**config.mk**
```make
export PLATFORM = sky130hd
export DESIGN_NAME = fila_arbiter
export DESIGN_NICKNAME = d
export VERILOG_FILES = /design/src/rtl/fila_pkg.sv /design/src/rtl/fila_tick_gen.sv /design/src/rtl/fila_arbiter.sv
export SDC_FILE = /design/constraint.sdc
export NUM_CORES = 1
export LEC_CHECK = 0
export CORE_ASPECT_RATIO = 1.75
export CORE_MARGIN = 2
export CORE_UTILIZATION = 34
export CTS_CLUSTER_DIAMETER = 50
export DETAILED_ROUTE_END_ITERATION = 16
export HOLD_SLACK_MARGIN = 0.03
export PLACE_DENSITY = 0.74
export REMOVE_ABC_BUFFERS = 1
export SYNTH_ARGS = -nofsm -noshare
export SYNTH_HDL_FRONTEND = slang
export SYNTH_SLANG_ARGS = --single-unit
```
**constraint.sdc**
```tcl
create_clock -name clock1M -period 1.4 [get_ports clock1M]
set_input_delay 0.21 -clock clock1M [delete_from_list [all_inputs] [get_ports clock1M]]
set_output_delay 0.21 -clock clock1M [all_outputs]
set_load 0.1 [all_outputs]
```
**src/rtl/fila_pkg.sv**
```systemverilog
// fila_pkg: shared constants and the FSM state type for the FILA arbiter.
//   DATA_W  - producer/consumer byte width
//   DEPTH   - default queue capacity in entries
//   CLK_DIV - default clock1M cycles per 10 kHz service slot
//   LEN_W   - width of the queue occupancy bus
//   state_e - arbiter FSM states
package fila_pkg;

  localparam int unsigned DATA_W  = 8;
  localparam int unsigned DEPTH   = 8;
  localparam int unsigned CLK_DIV = 100;
  localparam int unsigned LEN_W   = 4;

  typedef enum logic [2:0] {
    IDLE,
    ENQ,
    DEQ,
    WAIT_DATA,
    DELIVER
  } state_e;

endpackage

```
**src/rtl/fila_tick_gen.sv**
```systemverilog
// fila_tick_gen: slot divider. Counts 0..CLK_DIV-1 and raises tick for the
// single cycle in which the count equals CLK_DIV-1, then wraps to 0.
//   clock1M - system clock
//   reset   - synchronous, active-high; clears the count to 0
//   tick    - one-cycle slot strobe
module fila_tick_gen
  import fila_pkg::*;
#(
  parameter int unsigned CLK_DIV = fila_pkg::CLK_DIV
) (
  input  logic clock1M,
  input  logic reset,
  output logic tick
);

  localparam int unsigned CNT_W = (CLK_DIV > 1) ? $clog2(CLK_DIV) : 1;
  localparam logic [CNT_W-1:0] LAST = CNT_W'(CLK_DIV - 1);

  logic [CNT_W-1:0] cnt_q, cnt_d;

  assign tick = (cnt_q == LAST);

  always_comb begin
    cnt_d = tick ? '0 : cnt_q + CNT_W'(1);
  end

  always_ff @(posedge clock1M) begin
    if (reset) begin
      cnt_q <= '0;
    end else begin
      cnt_q <= cnt_d;
    end
  end

endmodule

```
**src/rtl/fila_arbiter.sv**
```systemverilog
// fila_arbiter: shares one external queue between two producers and one
// consumer, issuing at most one queue operation per 10 kHz slot.
//   clock1M, reset          - clock and synchronous active-high reset
//   p0_req/p1_req, p*_data  - producer enqueue requests and bytes
//   p0_ack/p1_ack           - one-cycle "byte enqueued" acknowledges
//   c_req, c_data, c_valid  - consumer dequeue request, byte, qualifier
//   q_data_in, q_enqueue,
//   q_dequeue               - command bus to the queue
//   q_data_out, q_len       - queue read data and occupancy
//   full, empty, busy       - q_len==DEPTH, q_len==0, FSM not in IDLE
module fila_arbiter
  import fila_pkg::*;
#(
  parameter int unsigned CLK_DIV = fila_pkg::CLK_DIV,
  parameter int unsigned DEPTH   = fila_pkg::DEPTH
) (
  input  logic              clock1M,
  input  logic              reset,
  input  logic              p0_req,
  input  logic              p1_req,
  input  logic [DATA_W-1:0] p0_data,
  input  logic [DATA_W-1:0] p1_data,
  output logic              p0_ack,
  output logic              p1_ack,
  input  logic              c_req,
  output logic [DATA_W-1:0] c_data,
  output logic              c_valid,
  output logic [DATA_W-1:0] q_data_in,
  output logic              q_enqueue,
  output logic              q_dequeue,
  input  logic [DATA_W-1:0] q_data_out,
  input  logic [LEN_W-1:0]  q_len,
  output logic              full,
  output logic              empty,
  output logic              busy
);

  localparam logic [LEN_W-1:0] DEPTH_LEN = LEN_W'(DEPTH);

  logic tick;

  fila_tick_gen #(.CLK_DIV(CLK_DIV)) u_tick (
    .clock1M (clock1M),
    .reset   (reset),
    .tick    (tick)
  );

  state_e            state_q, state_d;
  logic              rr_q, rr_d;           // 1: p1 favoured on contention
  logic              fav_deq_q, fav_deq_d; // 1: dequeue favoured on contention
  logic              sel_q, sel_d;         // producer granted for ENQ (1 = p1)
  logic [DATA_W-1:0] c_data_q, c_data_d;
  logic              c_valid_q, c_valid_d;

  logic enq_ok, deq_ok, pick_p1;

  assign full    = (q_len == DEPTH_LEN);
  assign empty   = (q_len == '0);
  assign busy    = (state_q != IDLE);
  assign c_data  = c_data_q;
  assign c_valid = c_valid_q;

  assign enq_ok  = (p0_req | p1_req) & ~full;
  assign deq_ok  = c_req & ~empty;
  assign pick_p1 = p1_req & (~p0_req | rr_q);

  always_comb begin
    state_d   = state_q;
    rr_d      = rr_q;
    fav_deq_d = fav_deq_q;
    sel_d     = sel_q;
    c_data_d  = c_data_q;
    c_valid_d = 1'b0;
    q_enqueue = 1'b0;
    q_dequeue = 1'b0;
    q_data_in = '0;
    p0_ack    = 1'b0;
    p1_ack    = 1'b0;

    case (state_q)
      IDLE: begin
        if (tick) begin
          // The op toggle records the kind of the last issued operation so
          // that, under contention, the opposite kind wins.
          if (enq_ok && (!deq_ok || !fav_deq_q)) begin
            state_d   = ENQ;
            sel_d     = pick_p1;
            rr_d      = ~pick_p1;
            fav_deq_d = 1'b1;
          end else if (deq_ok) begin
            state_d   = DEQ;
            fav_deq_d = 1'b0;
          end
        end
      end
      ENQ: begin
        q_enqueue = 1'b1;
        q_data_in = sel_q ? p1_data : p0_data;
        p0_ack    = ~sel_q;
        p1_ack    = sel_q;
        state_d   = IDLE;
      end
      DEQ: begin
        q_dequeue = 1'b1;
        state_d   = WAIT_DATA;
      end
      WAIT_DATA: begin
        state_d = DELIVER;
      end
      DELIVER: begin
        c_data_d  = q_data_out;
        c_valid_d = 1'b1;
        state_d   = IDLE;
      end
      default: begin
        state_d = IDLE;
      end
    endcase
  end

  always_ff @(posedge clock1M) begin
    if (reset) begin
      state_q   <= IDLE;
      rr_q      <= 1'b0;
      fav_deq_q <= 1'b0;
      sel_q     <= 1'b0;
      c_data_q  <= '0;
      c_valid_q <= 1'b0;
    end else begin
      state_q   <= state_d;
      rr_q      <= rr_d;
      fav_deq_q <= fav_deq_d;
      sel_q     <= sel_d;
      c_data_q  <= c_data_d;
      c_valid_q <= c_valid_d;
    end
  end

endmodule
```
==> results of run 1 <==
[flip-flops by register name (all words and copies together) (netlist names)]
name          count
state_q           3
u_tick.cnt_q      7
c_data            8
c_valid           1
sel_q             1
rr_q              1
fav_deq_q         1
[cell families (layout without fill, tap and decap cells)]
group | count (synthesis) | after routing | synth area share [%]
flip-flops | 22 | 22 | 41.4
AO/OA/AOI/OAI | 6 | 6 | 4.35
AND/OR/NAND/NOR | 53 | 53 | 27.2
XOR/XNOR | 5 | 5 | 4.12
adder cells (fa/ha/maj) | 1 | 1 | 1.18
buffers and inverters | 11 | 103 | 4.35
multiplexers | 18 | 18 | 17.4
[stage by stage]
stage	hold WS (ps)	std cells	setup WS, ps	util, %
2_1_floorplan	282	111	-1290	-
3_3_place_gp	429	232	-512	70.2
3_5_place_dp	440	232	-532	70.2
4_1_cts	451	244	-139	80.2
5_1_grt	478	250	-240	84.4
6_report	454	250	-175	84.4
[layout by cell type, fill, tap and decap left out, drive strengths merged]
| cell | count |
|---|---|
| a31oi | 1 |
| nand3b | 1 |
| xnor2 | 3 |
| or4 | 1 |
| or2b | 1 |
| buf | 63 |
| inv | 6 |
| a41oi | 1 |
| clkbuf | 5 |
| mux2 | 1 |
| xor2 | 2 |
| and2b | 1 |
| dfxtp | 22 |
| nand2 | 3 |
| and4 | 1 |
| or2 | 1 |
| and3 | 3 |
| a21oi | 2 |
| nor3 | 3 |
| a211o | 1 |
| and2 | 3 |
| clkdlybuf4s15 | 1 |
| nor4 | 2 |
| mux2i | 17 |
| nor3b | 1 |
| nor4b | 2 |
| nand3 | 4 |
| clkdlybuf4s50 | 28 |
| nor2 | 26 |
| ha | 1 |
| o221a | 1 |
[cells in the mapped netlist (all sizes together)]
cell type | n | area share (%)
a211o | 1 | 0.94
a21oi | 2 | 0.94
a31oi | 1 | 0.59
a41oi | 1 | 0.82
and2 | 3 | 1.8
and2b | 1 | 0.82
and3 | 3 | 1.9
and4 | 1 | 1.1
buf | 2 | 1.2
clkbuf | 3 | 1.1
dfxtp | 22 | 41
ha | 1 | 1.2
inv | 6 | 2.1
mux2 | 1 | 1.4
mux2i | 17 | 16
nand2 | 3 | 1.1
nand3 | 4 | 2.4
nand3b | 1 | 0.71
nor2 | 26 | 9.2
nor3 | 3 | 2.4
nor3b | 1 | 0.71
nor4 | 2 | 1.2
nor4b | 2 | 1.6
o221a | 1 | 1.1
or2 | 1 | 0.59
or2b | 1 | 0.82
or4 | 1 | 1.1
xnor2 | 3 | 2.5
xor2 | 2 | 1.6
[layer usage]
| metal | share of wire, % | vias to the layer above | global-route usage [%] | wire (um) |
|---|---|---|---|---|
| met1 | 31 | 600 | 21.7 | 1420 |
| met3 | 4.7 | 14 | 3.95 | 213 |
| met5 | 0 | - | 0 | 0 |
| li1 | - | 579 | - | - |
| met2 | 60 | 53 | 47.1 | 2750 |
| met4 | 4.3 | 0 | 11.1 | 199 |
[layout make-up]
cell class              instances  area (um^2)
inverters                       6         30.0
clock buffers                   4         55.1
flip-flops and latches         22          449
well taps                      42         52.6
repair buffers                 93         1140
multi-input cells              83          766
fillers                       144          463
[power breakdown]
part           leakage (nW)  total (mW)  switching [mW]  internal (mW)
clock network        0.0288       0.449           0.198          0.251
logic                 0.757       0.217          0.0889          0.128
registers             0.181       0.637         0.00556          0.631
[path summary, 6_finish.rpt]
check                                  endpoint  cells after the start             from
worst min register to register  u_tick.cnt_q[0]                      1  u_tick.cnt_q[0]
worst min-delay path            u_tick.cnt_q[0]                      1  u_tick.cnt_q[0]
worst max-delay path               q_data_in[1]                      5       state_q[1]
worst max register to register             rr_q                      6       state_q[1]
[worst reg2reg max path: cells and delay by family, from the launching register on]
family | cells | cell delay [ps]
flip-flops | 1 | 340
multiplexers | 1 | 300
AND/OR/NAND/NOR | 2 | 420
buffers and inverters | 3 | 370
[what timing repair did]
| action | in CTS | in global routing |
|---|---|---|
| gates cloned | 1 | 2 |
| pin swaps | 8 | 9 |
| endpoints found under the setup margin | 27 | 34 |
| setup buffers | 7 | 5 |
| endpoints found under the hold margin | 0 | 0 |
| resized for setup | 66 | 16 |
==> results.md, run 1 <==
* Max Buffers Root-to-Sink at 2
* YS warnings at 0
* Syn avg cell area at 9.17 um^2
* Crit path buf inv count at 3
* Yosys reg bits at 22
* First-pass GRT wire length at 6270 um
* Vias in the first global route at 1369
* Cell row count at 26
* Detailed Route Iter0 Violations at 21
* Max VDD drop at 0.809 mV
* TNS Setup at -2540 ps
* Die height at 78.0 um
* CTS clk-pin slew, worst paths at 80 ps
* GPL Wtd Cong at 0.748
* CTS tree: yes
* Area Overhead vs Synth at 135%
* CTS Buf Count at 3
* Leakage power at 0.967 nW
* MaxCap Viol Count at 0
* Die ar. at 3610 um^2
* Worst Max-Slew Pin Slew at 325 ps
* Share of cells above drive strength 1 at 53.4%
* # hold bufs at CTS at 0
* Fin. Hold Viols at 0
* Clk Latency, worst-skew pair at 260 ps
* Worst Path Arrival at 1370 ps
* R2R setup slack at -140 ps
* Fin crit period at 1580 ps
* Fmax achieved at 0.635 GHz
* # nets final at 243
* Yosys cell types at 33
* WP data required at 1190 ps
* Final worst-path cycle share at 113%
* CTS H-tree lvls at 1
* Vias/cell at 4.98
* Initial antenna violation count at 0
* Iteration count of the initial detailed-routing pass at 4
* Worst path cell trace: inv_2 > nand3b_1 > buf_4 > nor2_2 > buf_12
* CTS sink cnt at 22
* Max transition margin at 78.2%
* Die W at 46.3 um
* CP endpoint kind: output pin
* Crit-path max cell delay at 340 ps
* CP max-delay cell: dfxtp_2
* CORE AREA at 2960 um^2
* Post-DRT Antenna Nets at 0
* Drt total wl at 4580 um
* DR vias at 1246
* Max Slew Vio Count at 0
* GRT Overall Usage at 24.3%
* HP Class: reg2reg
* Area post-placement at 2080 um^2
* Crit Path Category: reg2out
* Routed len/inst at 18.3 um
* Seq/Total Area, Yosys at 41.4%
* Starting Density at 35.9%
* Root Buffer: clkbuf_8
* # setup viols final at 26
* Final instance area at 2500 um^2
* Failing checks: negative setup slack
* Startpoint Class: register
* Post-Synthesis Cells at 116
* Gr ovfl total at 0
* Port Buffers at 56
* Post-DP HPWL at 2760 um
* Skew final at 3.37 ps
* Status: finished, violations left
* PnR Total Power at 1.30 mW
* Final setup margin at -175 ps
* Critical path's top delay family: buffers and inverters
* Netlist Area Pre-Place at 1060 um^2
* Crit path max fanout at 5
* RSZ-0062 raised after global routing: true
* Largest net degree at the start of global routing at 13
* DRC viols at 0
* Ports at 57
* Antenna cells at 0
* Power density over the cells at 522 nW/um^2
(Power assumes the default switching activity.)
==> run 2, diff against run 1 <==
--- a/config.mk
+++ b/config.mk
@@ -5,13 +5,13 @@
 export SDC_FILE = /design/constraint.sdc
 export NUM_CORES = 1
 export LEC_CHECK = 0
+export ABC_AREA = 1
 export CORE_ASPECT_RATIO = 1.75
-export CORE_MARGIN = 2
 export CORE_UTILIZATION = 34
 export CTS_CLUSTER_DIAMETER = 50
 export DETAILED_ROUTE_END_ITERATION = 16
 export HOLD_SLACK_MARGIN = 0.03
-export PLACE_DENSITY = 0.74
+export PLACE_DENSITY = 0.75
 export REMOVE_ABC_BUFFERS = 1
 export SYNTH_ARGS = -nofsm -noshare
 export SYNTH_HDL_FRONTEND = slang
==> results.md, run 2 <==
* Crit Path Category: reg2out (unchanged)
* Fin. Hold Viols at 0 (unchanged)
* Worst Max-Slew Pin Slew at 303 ps (was 325 ps)
* Routed len/inst at 12.6 um (was 18.3 um)
* Most Crowded Layer GR: met2 (unchanged)
* Final instance area at 2110 um^2 (was 2500 um^2)
* CTS tree: yes (unchanged)
* Starting Density at 35.8% (was 35.9%)
* Die W at 43.8 um (was 46.3 um)
* Iteration count of the initial detailed-routing pass at 10 (was 4)
* Grt met1 use at 19.0% (was 21.7%)
* Most instantiated library cell after synthesis: nor2_1 (unchanged)
* Vias in the first global route at 1204 (was 1369)
* Leading area contributor after synthesis: dfxtp_1 (unchanged)
* Hold WS at 449 ps (was 454 ps)
* RR Endpoint: rr_q (unchanged)
* Fmax achieved at 0.600 GHz (was 0.635 GHz)
* Fin crit period at 1670 ps (was 1580 ps)
* Most common cell after layout, fill and taps aside: nor2_1 (was clkdlybuf4s50_1)
* YS warnings at 0 (unchanged)
* CP max-delay cell: dfxtp_2 (unchanged)
* Max reg flops at 8 (unchanged)
* Failing checks: design-rule violations, negative setup slack (was negative setup slack)
* Hold Path Stages at 1 (unchanged)
* # nets final at 249 (was 243)
* GPL Wtd Cong at 0.703 (was 0.748)
* Max Buffers Root-to-Sink at 2 (unchanged)
* Final worst-path cycle share at 119% (was 113%)
* Seq/Total Area, Yosys at 42.5% (was 41.4%)
* DR vias at 1192 (was 1246)
* Crit path max fanout at 5 (unchanged)
* Leakage power at 0.862 nW (was 0.967 nW)
* Post-DRT Antenna Nets at 0 (unchanged)
* Yosys reg bits at 22 (unchanged)
* Power density over the cells at 600 nW/um^2 (was 522 nW/um^2)
* M3 GR Usage at 5.28% (was 3.95%)
* CTS clk-pin slew, worst paths at 80 ps (about the same)
* GRT Overall Usage at 20.2% (was 24.3%)
* Vias/cell at 4.93 (was 4.98)
* Port Buffers at 56 (unchanged)
* Syn avg cell area at 7.46 um^2 (was 9.17 um^2)
* Max VDD drop at 0.804 mV (was 0.809 mV)
* CP Launch Point: state_q[2] (was state_q[1])
* WHS Endpoint: u_tick.cnt_q[0] (unchanged)
* Most frequent cells in the layout: 32 x nor2_1, 31 x clkdlybuf4s50_1, 24 x buf_12 (was 28 x clkdlybuf4s50_1, 25 x buf_12, 23 x buf_4)
* Initial antenna violation count at 0 (unchanged)
* Yosys cell types at 23 (was 33)
* CP endpoint kind: output pin (unchanged)
* Post-synth ARST share at 0% (unchanged)
* Min-delay src: u_tick.cnt_q[0] (unchanged)
* CTS sink cnt at 22 (unchanged)
* Worst Path Arrival at 1460 ps (was 1370 ps)
* Crit-path max cell delay at 340 ps (about the same)
* DRC viols at 7 (was 0)
* EDFF count, synth at 0 (unchanged)
* Critical path's top delay family: simple AND/OR/NAND/NOR gates (was buffers and inverters)
* Skew final at 2.25 ps (was 3.37 ps)
* Largest cells by area after synthesis: dfxtp_1 42%, nor2_1 12%, a22o_1 6.8% (was dfxtp_1 41%, mux2i_1 16%, nor2_1 9.2%)
* First-pass GRT wire length at 4940 um (was 6270 um)
* Post-DP HPWL at 2270 um (was 2760 um)
* Root Buffer: clkbuf_8 (unchanged)
* MaxCap Viol Count at 0 (unchanged)
* Area post-placement at 1930 um^2 (was 2080 um^2)
* CTS H-tree lvls at 1 (unchanged)
* WP data required at 1190 ps (about the same)
* Die ar. at 3280 um^2 (was 3610 um^2)
* Die height at 75.1 um (was 78.0 um)
* CTS Buf Count at 3 (unchanged)
* Max transition margin at 79.8% (was 78.2%)
* HP Class: reg2reg (unchanged)
* Netlist Area Pre-Place at 1040 um^2 (was 1060 um^2)
* Gr ovfl total at 0 (unchanged)
* Ports at 57 (unchanged)
* Worst path cell trace: nor3_4 > nand2_2 > inv_2 > a22o_1 > buf_12 (was inv_2 > nand3b_1 > buf_4 > nor2_2 > buf_12)
* Area Overhead vs Synth at 103% (was 135%)
* # setup viols final at 11 (was 26)
* Drt total wl at 3040 um (was 4580 um)
* CORE AREA at 2900 um^2 (was 2960 um^2)
* Top_reg_cell synth: dfxtp_1 (unchanged)
* Final setup margin at -268 ps (was -175 ps)
* Top cell type's share of synthesized area at 42.5% (was 41.4%)
* Reg2Reg Depth at 8 (was 6)
* Detailed Route Iter0 Violations at 21 (unchanged)
* Cell row count at 26 (unchanged)
* Largest net degree at the start of global routing at 13 (unchanged)
* Max Slew Vio Count at 0 (unchanged)
* Antenna cells at 0 (unchanged)
* Post-Synthesis Cells at 139 (was 116)
* Crit path buf inv count at 2 (was 3)
* Share of cells above drive strength 1 at 32.7% (was 53.4%)
* Status: finished, violations left (unchanged)
* Met2 usage at 39.1% (was 47.1%)
* PnR Total Power at 1.27 mW (was 1.30 mW)
* R2R setup slack at 100 ps (was -140 ps)
* Clk Latency, worst-skew pair at 260 ps (about the same)
* Worst r2r src: u_tick.cnt_q[1] (was state_q[1])
* FILL cells at 199 (was 144)
* Fin util at 72.8% (was 84.4%)
* RSZ-0062 raised after global routing: true (unchanged)
* Synth top cells by count: 33 x nor2_1, 22 x dfxtp_1, 17 x nand2_1, 15 x inv_1, 9 x o21ai_0 (was 26 x nor2_1, 22 x dfxtp_1, 17 x mux2i_1, 6 x inv_1)
* Startpoint Class: register (unchanged)
run 2: per-layer routing:
metal  vias up  wire length, um
met2        53             1730
met3         2              204
li1        600                -
met4         0               37
met1       537             1070
met5         -                0
run 2: how the worst max path moves through the flow:
stage | to | slack (ps) | depth (start not counted)
2_1_floorplan | q_data_in[0] | -1480 | 5
3_3_place_gp | state_q[1] | -60 | 8
3_5_place_dp | state_q[0] | -110 | 8
4_1_cts | q_data_in[6] | -270 | 5
5_1_grt | q_data_in[6] | -350 | 5
6_report | q_data_in[1] | -270 | 5
run 2: timing repair:
| action | CTS | global route |
|---|---|---|
| resized for setup | 17 | 10 |
| gates cloned | 2 | 0 |
| buffers inserted | 3 | 3 |
| hold endpoints to repair | 0 | 0 |
| setup endpoints to repair | 13 | 20 |
| pin swaps | 3 | 10 |
| hold buffers | 0 | 0 |
run 2: area by class of cell:
cell class                      instances  area [um^2]  share of cell area (%)
Timing Repair Buffer                   69          912                    43.3
Multi-Input combinational cell         97          566                    26.8
Sequential cell                        22          445                    21.1
Inverter                               20         80.1                    3.80
Clock buffer                            4         55.1                    2.61
Tap cell                               28         35.0                    1.66
Timing Repair inverter                  2         15.0                   0.712
run 2: logic make-up (layout without fill, tap and decap cells):
logic type      Yosys count  count (layout)  share of synthesized area (%)
simple gates             68              68                           30.9
compound gates           25              25                           15.7
flops                    22              22                           42.5
buf+inv                  20              95                           7.24
xor+xnor                  3               3                           2.53
fa+ha+maj                 1               1                           1.21
run 2: through the flow:
stage | instances | TNS, ps | setup WS, ps
floorplan | 139 | -14410 | -1480
global placement | 231 | -162 | -64.1
detailed placement | 231 | -276 | -109
CTS | 240 | -2380 | -265
global route | 242 | -3250 | -346
finish | 242 | -2370 | -268
run 2: where the power goes:
group	internal (mW)	switching, mW
sequential	0.633	0.00703
combinational	0.106	0.0679
clock	0.250	0.201
total	0.989	0.276
==> run 3, diff against run 2 <==
--- a/config.mk
+++ b/config.mk
@@ -7,6 +7,7 @@
 export LEC_CHECK = 0
 export ABC_AREA = 1
 export CORE_ASPECT_RATIO = 1.75
+export CORE_MARGIN = 2
 export CORE_UTILIZATION = 34
 export CTS_CLUSTER_DIAMETER = 50
 export DETAILED_ROUTE_END_ITERATION = 16
==> results.md, run 3 (synthesis results as in run 2) <==
* Starting Density at 35.4% (was 35.8%)
* Die ar. at 3530 um^2 (was 3280 um^2)
* Gr ovfl total at 0 (unchanged)
* Worst Path Arrival at 1450 ps (was 1460 ps)
* Hold Path Stages at 1 (unchanged)
* Share of cells above drive strength 1 at 33.2% (was 32.7%)
* Crit path max fanout at 5 (unchanged)
* CORE AREA at 2930 um^2 (was 2900 um^2)
* Final worst-path cycle share at 119% (about the same)
* Area post-placement at 1940 um^2 (was 1930 um^2)
* CTS Buf Count at 3 (unchanged)
* DR vias at 1211 (was 1192)
* Die W at 45.8 um (was 43.8 um)
* WP data required at 1190 ps (about the same)
* PnR Total Power at 1.40 mW (was 1.27 mW)
* Root Buffer: clkbuf_8 (unchanged)
* CTS clk-pin slew, worst paths at 80 ps (about the same)
* Vias in the first global route at 1171 (was 1204)
* Worst Max-Slew Pin Slew at 289 ps (was 303 ps)
* Worst r2r src: u_tick.cnt_q[0] (was u_tick.cnt_q[1])
* Finished Layout Cells at 242 (unchanged)
* CTS sink cnt at 22 (unchanged)
* Max VDD drop at 0.761 mV (was 0.804 mV)
* Status: finished, violations left (unchanged)
* GPL Wtd Cong at 0.775 (was 0.703)
* Die height at 77.1 um (was 75.1 um)
* Cell row count at 26 (unchanged)
* Final setup margin at -261 ps (was -268 ps)
* Routed len/inst at 13.2 um (was 12.6 um)
* Fin. Hold Viols at 0 (unchanged)
* First-pass GRT wire length at 4840 um (was 4940 um)
* Failing checks: negative setup slack (was design-rule violations, negative setup slack)
* # hold bufs at CTS at 0 (unchanged)
* RR Endpoint: rr_q (unchanged)
* Iteration count of the initial detailed-routing pass at 5 (was 10)
* Most frequent cells in the layout: 32 x nor2_1, 30 x clkdlybuf4s50_1, 24 x buf_12 (was 32 x nor2_1, 31 x clkdlybuf4s50_1, 24 x buf_12)
* Most common cell after layout, fill and taps aside: nor2_1 (unchanged)
* Max transition margin at 80.7% (was 79.8%)
* R2R setup slack at 80 ps (was 100 ps)
* Skew final at 5.00 ps (was 2.25 ps)
* # nets final at 249 (unchanged)
* Final instance area at 2120 um^2 (was 2110 um^2)
* Startpoint Class: register (unchanged)
* Min-delay src: u_tick.cnt_q[0] (unchanged)
* Clk Latency, worst-skew pair at 260 ps (about the same)
* Placed cells at 232 (was 231)
* Post-DRT Antenna Nets at 0 (unchanged)
* Vias/cell at 5.00 (was 4.93)
* GRT Overall Usage at 18.1% (was 20.2%)
* Detailed Route Iter0 Violations at 20 (was 21)
* TNS Setup at -2300 ps (was -2370 ps)
* Max Buffers Root-to-Sink at 2 (unchanged)
* Crit Path Category: reg2out (unchanged)
* Initial antenna violation count at 0 (unchanged)
* DRC viols at 0 (was 7)
* Fin crit period at 1660 ps (was 1670 ps)
* CTS tree: yes (unchanged)
* Antenna cells at 0 (unchanged)
* Drt total wl at 3200 um (was 3040 um)
* Max reg flops at 8 (unchanged)
* Fmax achieved at 0.602 GHz (was 0.600 GHz)
* Ports at 57 (unchanged)
* Max Slew Vio Count at 0 (unchanged)
* WHS Endpoint: u_tick.cnt_q[0] (unchanged)
* Port Buffers at 56 (unchanged)
* Area Overhead vs Synth at 104% (was 103%)
* Reg2Reg Depth at 8 (unchanged)
* # setup viols final at 12 (was 11)
* RSZ-0062 raised after global routing: true (unchanged)
* Setup WS pre-CTS at -132 ps (was -109 ps)
* HP Class: reg2reg (unchanged)
* CTS H-tree lvls at 1 (unchanged)
* Leakage power at 0.876 nW (was 0.862 nW)
* Post-DP HPWL at 2550 um (was 2270 um)
* CP endpoint kind: output pin (unchanged)
* MaxCap Viol Count at 0 (unchanged)
* Power density over the cells at 660 nW/um^2 (was 600 nW/um^2)
* Largest net degree at the start of global routing at 14 (was 13)
run 3: cell types whose count changed in the layout (fill, tap and decap cells not counted), sizes merged:
cell / delta
bufinv: +1
clkdlybuf4s50: -1
dlygate4sd2: +1
clkbuf: -1
run 3: area by class of cell:
cell class | count | area (um^2)
inverters | 20 | 75.1
repair inverters | 2 | 15.0
flip-flops and latches | 22 | 447
clock inverters | 1 | 30.0
clock buffers | 3 | 41.3
well taps | 28 | 35.0
repair buffers | 69 | 911
fillers | 210 | 812
multi-input cells | 97 | 562
run 3: per-layer routing:
layer  GRT usage (%)  up-vias  routed length (um)
met5               0        -                   0
met4            6.00        0                  61
met3            5.18        6                 332
met2            36.1       61                1780
met1            15.2      542                1030
li1                -      602                   -
run 3: worst max-delay path by stage:
stage	from	to	slack (ps)	depth (start not counted)
after floorplan	state_q[0]	q_data_in[0]	-1480	5
after global placement	q_len[2]	state_q[0]	-60	8
after detailed placement	q_len[1]	state_q[1]	-130	7
after CTS	state_q[2]	q_data_in[3]	-250	5
after global routing	state_q[2]	q_data_in[2]	-330	5
final	state_q[2]	q_data_in[0]	-260	5
run 3: power by group:
part	switching (mW)	internal [mW]	total (mW)
registers	0.00783	0.633	0.641
clock network	0.198	0.381	0.579
logic	0.0695	0.107	0.177
run 3: critical path: stages (launching register included):
cell and delay (ps):
dfxtp_2 340, nor3_4 230, nand2_2 110, inv_2 110, a22o_1 210, buf_12 190
run 3: what timing repair did:
action,4_1_cts,5_1_grt
endpoints found under the setup margin,14,21
pin swaps,7,8
gates resized for setup,16,9
cloned,2,0
buffers inserted,3,2
run 3: stage by stage:
stage,utilization [%],hold slack (ps)
floorplan,-,279
global placement,66.3,427
detailed placement,66.3,447
CTS,71.1,466
global route,72.3,450
finish,72.3,426
